<file path="config.mk">
export PLATFORM = sky130hd
export DESIGN_NAME = fetch_stage
export DESIGN_NICKNAME = d
export VERILOG_FILES = /design/src/rtl/fetch_stage.sv
export SDC_FILE = /design/constraint.sdc
export NUM_CORES = 1
export LEC_CHECK = 0
export ABC_AREA = 1
export BUFFER_PORTS_ARGS = -buffer_cell sky130_fd_sc_hd__buf_2
export CORE_MARGIN = 10
export CORE_UTILIZATION = 54
export DETAILED_ROUTE_END_ITERATION = 16
export GPL_TIMING_DRIVEN = 0
export PLACE_DENSITY = 0.95
export SLEW_MARGIN = 20
export SYNTH_ARGS = -nofsm -noshare
export SYNTH_HDL_FRONTEND = slang
export SYNTH_SLANG_ARGS = --single-unit
</file>
<file path="constraint.sdc">
create_clock -name clk -period 4.4 [get_ports clk]
set_input_delay 0.22 -clock clk [delete_from_list [all_inputs] [get_ports clk]]
set_output_delay 0.22 -clock clk [all_outputs]
set_load 0.05 [all_outputs]
</file>
<file path="src/rtl/fetch_stage.sv">
// Instruction-fetch stage: PC register, PC+4 adder and the IF/ID pipeline register.
// Holds on stall, redirects on taken branch/jump resolved in ID, and squashes the wrong-path slot.
module fetch_stage #(
    parameter logic [31:0] RESET_PC = 32'h0000_0000,
    parameter int          CNT_W    = 16
) (
    input  logic             clk,
    input  logic             rst,
    input  logic             stall,
    input  logic             branch_taken,
    input  logic [31:0]      branch_target,
    input  logic             jump,
    input  logic [31:0]      jump_target,
    output logic [31:0]      imem_addr,
    input  logic [31:0]      imem_data,
    output logic [31:0]      id_instr,
    output logic [31:0]      id_pc4,
    output logic             id_valid,
    output logic             ex_bubble,
    output logic [CNT_W-1:0] stall_count,
    output logic [CNT_W-1:0] flush_count
);

    logic [31:0]      pc_p0;
    logic [31:0]      pc4_p0;
    logic [31:0]      instr_p1;
    logic [31:0]      pc4_p1;
    logic             vld_p1;
    logic [CNT_W-1:0] stall_cnt;
    logic [CNT_W-1:0] flush_cnt;

    function automatic logic [CNT_W-1:0] sat_inc(input logic [CNT_W-1:0] v);
        return (&v) ? v : v + CNT_W'(1);
    endfunction

    // IF stage: PC and its increment (wraps modulo 2^32)
    assign pc4_p0 = pc_p0 + 32'd4;

    always_ff @(posedge clk) begin
        if (rst) begin
            pc_p0     <= RESET_PC;
            instr_p1  <= '0;
            pc4_p1    <= '0;
            vld_p1    <= 1'b0;
            stall_cnt <= '0;
            flush_cnt <= '0;
        end else if (stall) begin
            stall_cnt <= sat_inc(stall_cnt);
        end else if (branch_taken) begin
            pc_p0     <= {branch_target[31:2], 2'b00};
            instr_p1  <= '0;
            pc4_p1    <= '0;
            vld_p1    <= 1'b0;
            flush_cnt <= sat_inc(flush_cnt);
        end else if (jump) begin
            pc_p0     <= {jump_target[31:2], 2'b00};
            instr_p1  <= '0;
            pc4_p1    <= '0;
            vld_p1    <= 1'b0;
            flush_cnt <= sat_inc(flush_cnt);
        end else begin
            pc_p0     <= pc4_p0;
            instr_p1  <= imem_data;
            pc4_p1    <= pc4_p0;
            vld_p1    <= 1'b1;
        end
    end

    // IF/ID boundary outputs
    assign imem_addr   = pc_p0;
    assign id_instr    = instr_p1;
    assign id_pc4      = pc4_p1;
    assign id_valid    = vld_p1;
    assign ex_bubble   = stall | ~vld_p1;
    assign stall_count = stall_cnt;
    assign flush_count = flush_cnt;

endmodule

</file>
# == Word level (Yosys, flattened, before mapping) ==
# Index checks and enable logic that the tools add are counted.
# Widths: inputs -> output; s select.
# totals
in_bits,101
ff_bits,129
output_inout_bits,130
elab_cells,29
# op_classes
bitwise,4
reduce_logical,5
mux,11
addsub,3
# ops
cell,n
$mux 32,6
$mux 16,3
$add 16x1->16 const B,2
$add 32x3->32 const B,1
$reduce_and 16->1,2
$reduce_and 2->1,2
$not 1->1,3
$mux 1,2
$reduce_bool 2->1,1
$or 1x1->1,1

# == Longest topological paths before layout ==
# depth
word_depth,4
depth_mapped,10
mapped_depth_nobuf,10

# == Worst setup path after synthesis ==
# No wires, ideal clock.
# synth_path
path_kind,flip-flop to flip-flop
from,reg flush_cnt[0] (netlist: flush_count[0])
to,reg flush_cnt[5] (netlist: flush_count[5])
path_slack_ns,2.355
arrival_time_ns,1.911
t_required_ns,4.266
period_less_slack_ns,2.045
n_path_buf,1
setup_ns,0.134
stages_incl_launch_ff,10
cell_sequence,dfxtp_1 -> ha_1 -> nand2_1 -> nor3_4 -> nand4_4 -> nand2_4 -> inv_2 -> buf_6 -> nand2_1 -> a21oi_1
# synth_via
elab_chain_cells,4
elab_cells_between_ends,5
cone_classes,1 x add/sub; 3 x mux; 1 x reduce/logical
# synth_lines
element,line_no,rtl
from (decl),30,logic [CNT_W-1:0] flush_cnt;
from (signal assigned),54,flush_cnt <= sat_inc(flush_cnt);
from (signal assigned),60,flush_cnt <= sat_inc(flush_cnt);
$add 16x1->16 / $reduce_and 16->1 (equally long branches),33,return (&v) ? v : v + CNT_W'(1);
$mux 16 *,33,
$mux 16,55,end else if (jump) begin
$mux 16 *,49,end else if (branch_taken) begin
# Mark *: on every way between the ends. The rest lies on a longest branch, timed or not. The select of a mux whose other input is x is not followed.
# A chain may end at the register's enable or synchronous reset.

# == Worst setup path after layout ==
# layout_path
from,reg pc_p0[2] (netlist: imem_addr[2])
to,reg pc_p0[24] (netlist: imem_addr[24])
# layout_via
elab_chain_cells,3
# layout_lines
element,line_no,rtl
from (decl),24,logic [31:0] pc_p0;
from (signal assigned),50,"pc_p0 <= {branch_target[31:2], 2'b00};"
from (signal assigned),56,"pc_p0 <= {jump_target[31:2], 2'b00};"
from (signal assigned),62,pc_p0 <= pc4_p0;
$add 32x3->32,37,assign pc4_p0 = pc_p0 + 32'd4;
$mux 32,55,
$mux 32,49,
# Every way passes these cells.

==> results_dict.tcl <==
set metrics [dict create \
    yosysTopAreaCellShare 0.403 \
    drt_iter0_markers 657 \
    p_leak_nw 3.88 \
    fin_ws_ns 2.33 \
    fin_crit_ns 2.07 \
    ios 231 \
    overflow 0 \
    ys_types 37 \
    worstPathRequired_ns 4.74 \
    viasPerCell 5.56 \
    fill_cells 956 \
    hold_start "imem_data[0]" \
    rsz0062_at_grt "no" \
    first_global_vias 6773 \
    synth_edf_count 0 \
    place.gp.congestion 0.968 \
    min_path_type "in2reg" \
    reg2reg_to "imem_addr[24]$_SDFFE_PP0N_" \
    hold_viol_final 0 \
    period_share 0.471 \
    maxSlewHeadroom 0.559 \
    switchingPower_uw 874 \
    cp.buffers_inverters 0 \
    cts_root_buf "clkbuf_16" \
    insertion_delay_ns 0.42 \
    post_cts_buffers 0 \
    firstDrtPassIters 5 \
    fp.dieArea_sq_um 16300 \
    sw_frac_of_total 0.283 \
    numPortBuffers 222 \
    clock.fmax_ghz 0.483 \
    cts_tree "done" \
    antenna_found_initial 0 \
    area_growth_pct 30.6 \
    clock_power_share 0.470 \
    async_reset_ff_frac 0 \
    maxCapViolations 0 \
    r2r_setup_slack_ns 2.33 \
    drtAntennaViolNets 0 \
    cp_max_fo 7 \
    finClkSkew_ns 0.00785 \
    critPathSlowestCell "dfxtp_1" \
    start_util 0.550 \
    cp-end-kind "flop" \
    drcViolationCount 0 \
    crit_chain "ha_1, nand2_1, nor2_2, nand2_1, nor2_1, nand3_1, nand3_1, nand2_1, a21oi_1" \
    layout-drive-gt1-share 0.252 \
    setup.worst_path.class "reg2reg" \
    holdPathStages 2 \
    grt_usage 0.262 \
    cts_sinks 126 \
    ys_ff_latch 126 \
    holdBufCountCts 0 \
    fp-row-count 39 \
    clockBufferDepth 2 \
    outcome "completed" \
    place_area_sq_um 7550 \
    finalSetupViolations 0 \
    combPwrFrac 0.135 \
    chipWidth_um 128 \
    synth_cells 890 \
    min_to "id_instr[0]$_SDFFE_PP0N_" \
    coreArea_sq_um 11400 \
    grt_pass1_wl_um 34700 \
    seq_area_frac_synth 0.403 \
    reg2reg_from "imem_addr[2]$_SDFFE_PP0N_" \
    final_area_sq_um 8160 \
    cts_resized 0 \
    power_density_nw_per_um2 379 \
    cpPeakStageDelay_ns 0.42 \
    synth_area_leaders "dfxtp_1 40%, nand2_1 13%, nor2_1 7.8%" \
    pwr-share-seq 0.395 \
    report.final.slew_viol_count 0 \
    grt_max_degree 17 \
    yosysWarnings 0 \
    die_y_um 128 \
    synth-main-ff-cell "dfxtp_1" \
    post-place-ws_ns 2.40 \
    ir_worst_vdd_uv 486 \
    vias 7163 \
    wl_per_cell_um 17.4 \
    cp_common_cell "nand2_1" \
    clkSlewWorstSetupHoldPaths_ns 0.06 \
    synth_top_cell_by_area "dfxtp_1" \
    place_hpwl_um 16900 \
    synth_area_sq_um 6250 \
    tns_ns 0 \
    reg2reg_depth 9 \
    cts_buffers 17 \
    wl_um 22500 \
    syn_area_per_cell_sq_um 7.02 \
    startpoint_type "flop" \
    arrival_ns 2.41 \
    internal_power_mw 2.22 \
    htree_levels 4 \
    tightest_slew_ns 0.661 \
    layout.nets 1236 \
    cp_top_family "simple AND/OR/NAND/NOR gates" \
]
registers in the layout, summed over array words and instances, names as in the netlist:
register / cells
id_instr: 32
id_pc4: 31
imem_addr: 30
flush_count: 16
stall_count: 16
id_valid: 1
worst max-delay path by stage:
stage	to	startpoint	cells past startpoint	slack (ns)
3_5_place_dp	imem_addr[24]$_SDFFE_PP0N_	imem_addr[2]$_SDFFE_PP0N_	9	2.40
5_1_grt	imem_addr[12]$_SDFFE_PP0N_	imem_addr[2]$_SDFFE_PP0N_	9	2.17
4_1_cts	imem_addr[24]$_SDFFE_PP0N_	imem_addr[2]$_SDFFE_PP0N_	9	2.37
3_3_place_gp	imem_addr[24]$_SDFFE_PP0N_	imem_addr[2]$_SDFFE_PP0N_	10	2.44
2_1_floorplan	flush_count[5]$_SDFFE_PP0P_	flush_count[0]$_SDFFE_PP0P_	9	2.35
6_report	imem_addr[24]$_SDFFE_PP0N_	imem_addr[2]$_SDFFE_PP0N_	9	2.33
power by group through the flow:
stage               registers, mW  clock network, mW  logic (mW)
floorplan                    1.36                  0       0.154
CTS                          1.22               1.46       0.416
global route                 1.23               1.52       0.450
global placement             1.24                  0       0.404
detailed placement           1.24                  0       0.412
finish                       1.22               1.45       0.418
layer usage:
metal	wire length, um	global-route usage	vias up
met2	10900	0.425	373
li1	-	-	3434
met5	0	0	-
met4	771	0.119	0
met1	8800	0.315	3296
met3	2000	0.0749	60
metrics by stage:
step	hold WS, ns	util	power (mW)	cells
after floorplan	0.346	-	1.51	891
after CTS	0.00338	0.718	3.10	1288
after global placement	0.429	0.664	1.65	1256
final	0.0159	0.718	3.09	1289
after detailed placement	0.434	0.664	1.65	1256
after global routing	0.00474	0.718	3.19	1288
kinds of logic after synthesis:
group,after synthesis,synth area share
other,1,0.000600
buffers and inverters,108,0.0734
flip-flops,126,0.403
AND/OR/NAND/NOR,416,0.276
adder cells (fa/ha/maj),3,0.00600
XOR/XNOR,26,0.0364
AO/OA/AOI/OAI,210,0.204
layout by cell type, fill, tap and decap left out, types with 3 or more instances in the layout:
cell type     n
a21o_1       13
a21oi_1      91
a22o_1       46
buf_1         5
buf_2       229
buf_4         5
bufinv_16     3
clkbuf_1     23
clkbuf_16    17
clkinv_2      3
clkinvlp_4    3
dfxtp_1     126
ha_1          3
inv_1        60
inv_2         5
nand2_1     212
nand3_1      45
nand4_1       6
nor2_1      130
nor2_2        4
nor3_1       10
o21ai_0      53
xnor2_1       6
xor2_1       20
Yosys cell counts (all sizes together), types with 2 or more instances:
master and count:
a21o 13, a21oi 92, a22o 46, buf 20, clkbuf 23, dfxtp 126
ha 3, inv 65, nand2 214, nand3 45, nand4 7, nor2 135
nor3 13, o21ai 53, or2 2, xnor2 6, xor2 20
layout make-up:
class / instances / area, sq um / share of cell area
multi-input cells: 657 / 3270 / 0.401
flip-flops and latches: 126 / 2520 / 0.309
repair buffers: 222 / 1110 / 0.136
clock buffers: 19 / 453 / 0.0555
inverters: 65 / 244 / 0.0299
plain buffers: 43 / 215 / 0.0264
well taps: 143 / 179 / 0.0219
clock inverters: 13 / 163 / 0.0199
diodes: 1 / 2.50 / 0.000307
No activity file was read; power rests on OpenSTA's default activity.
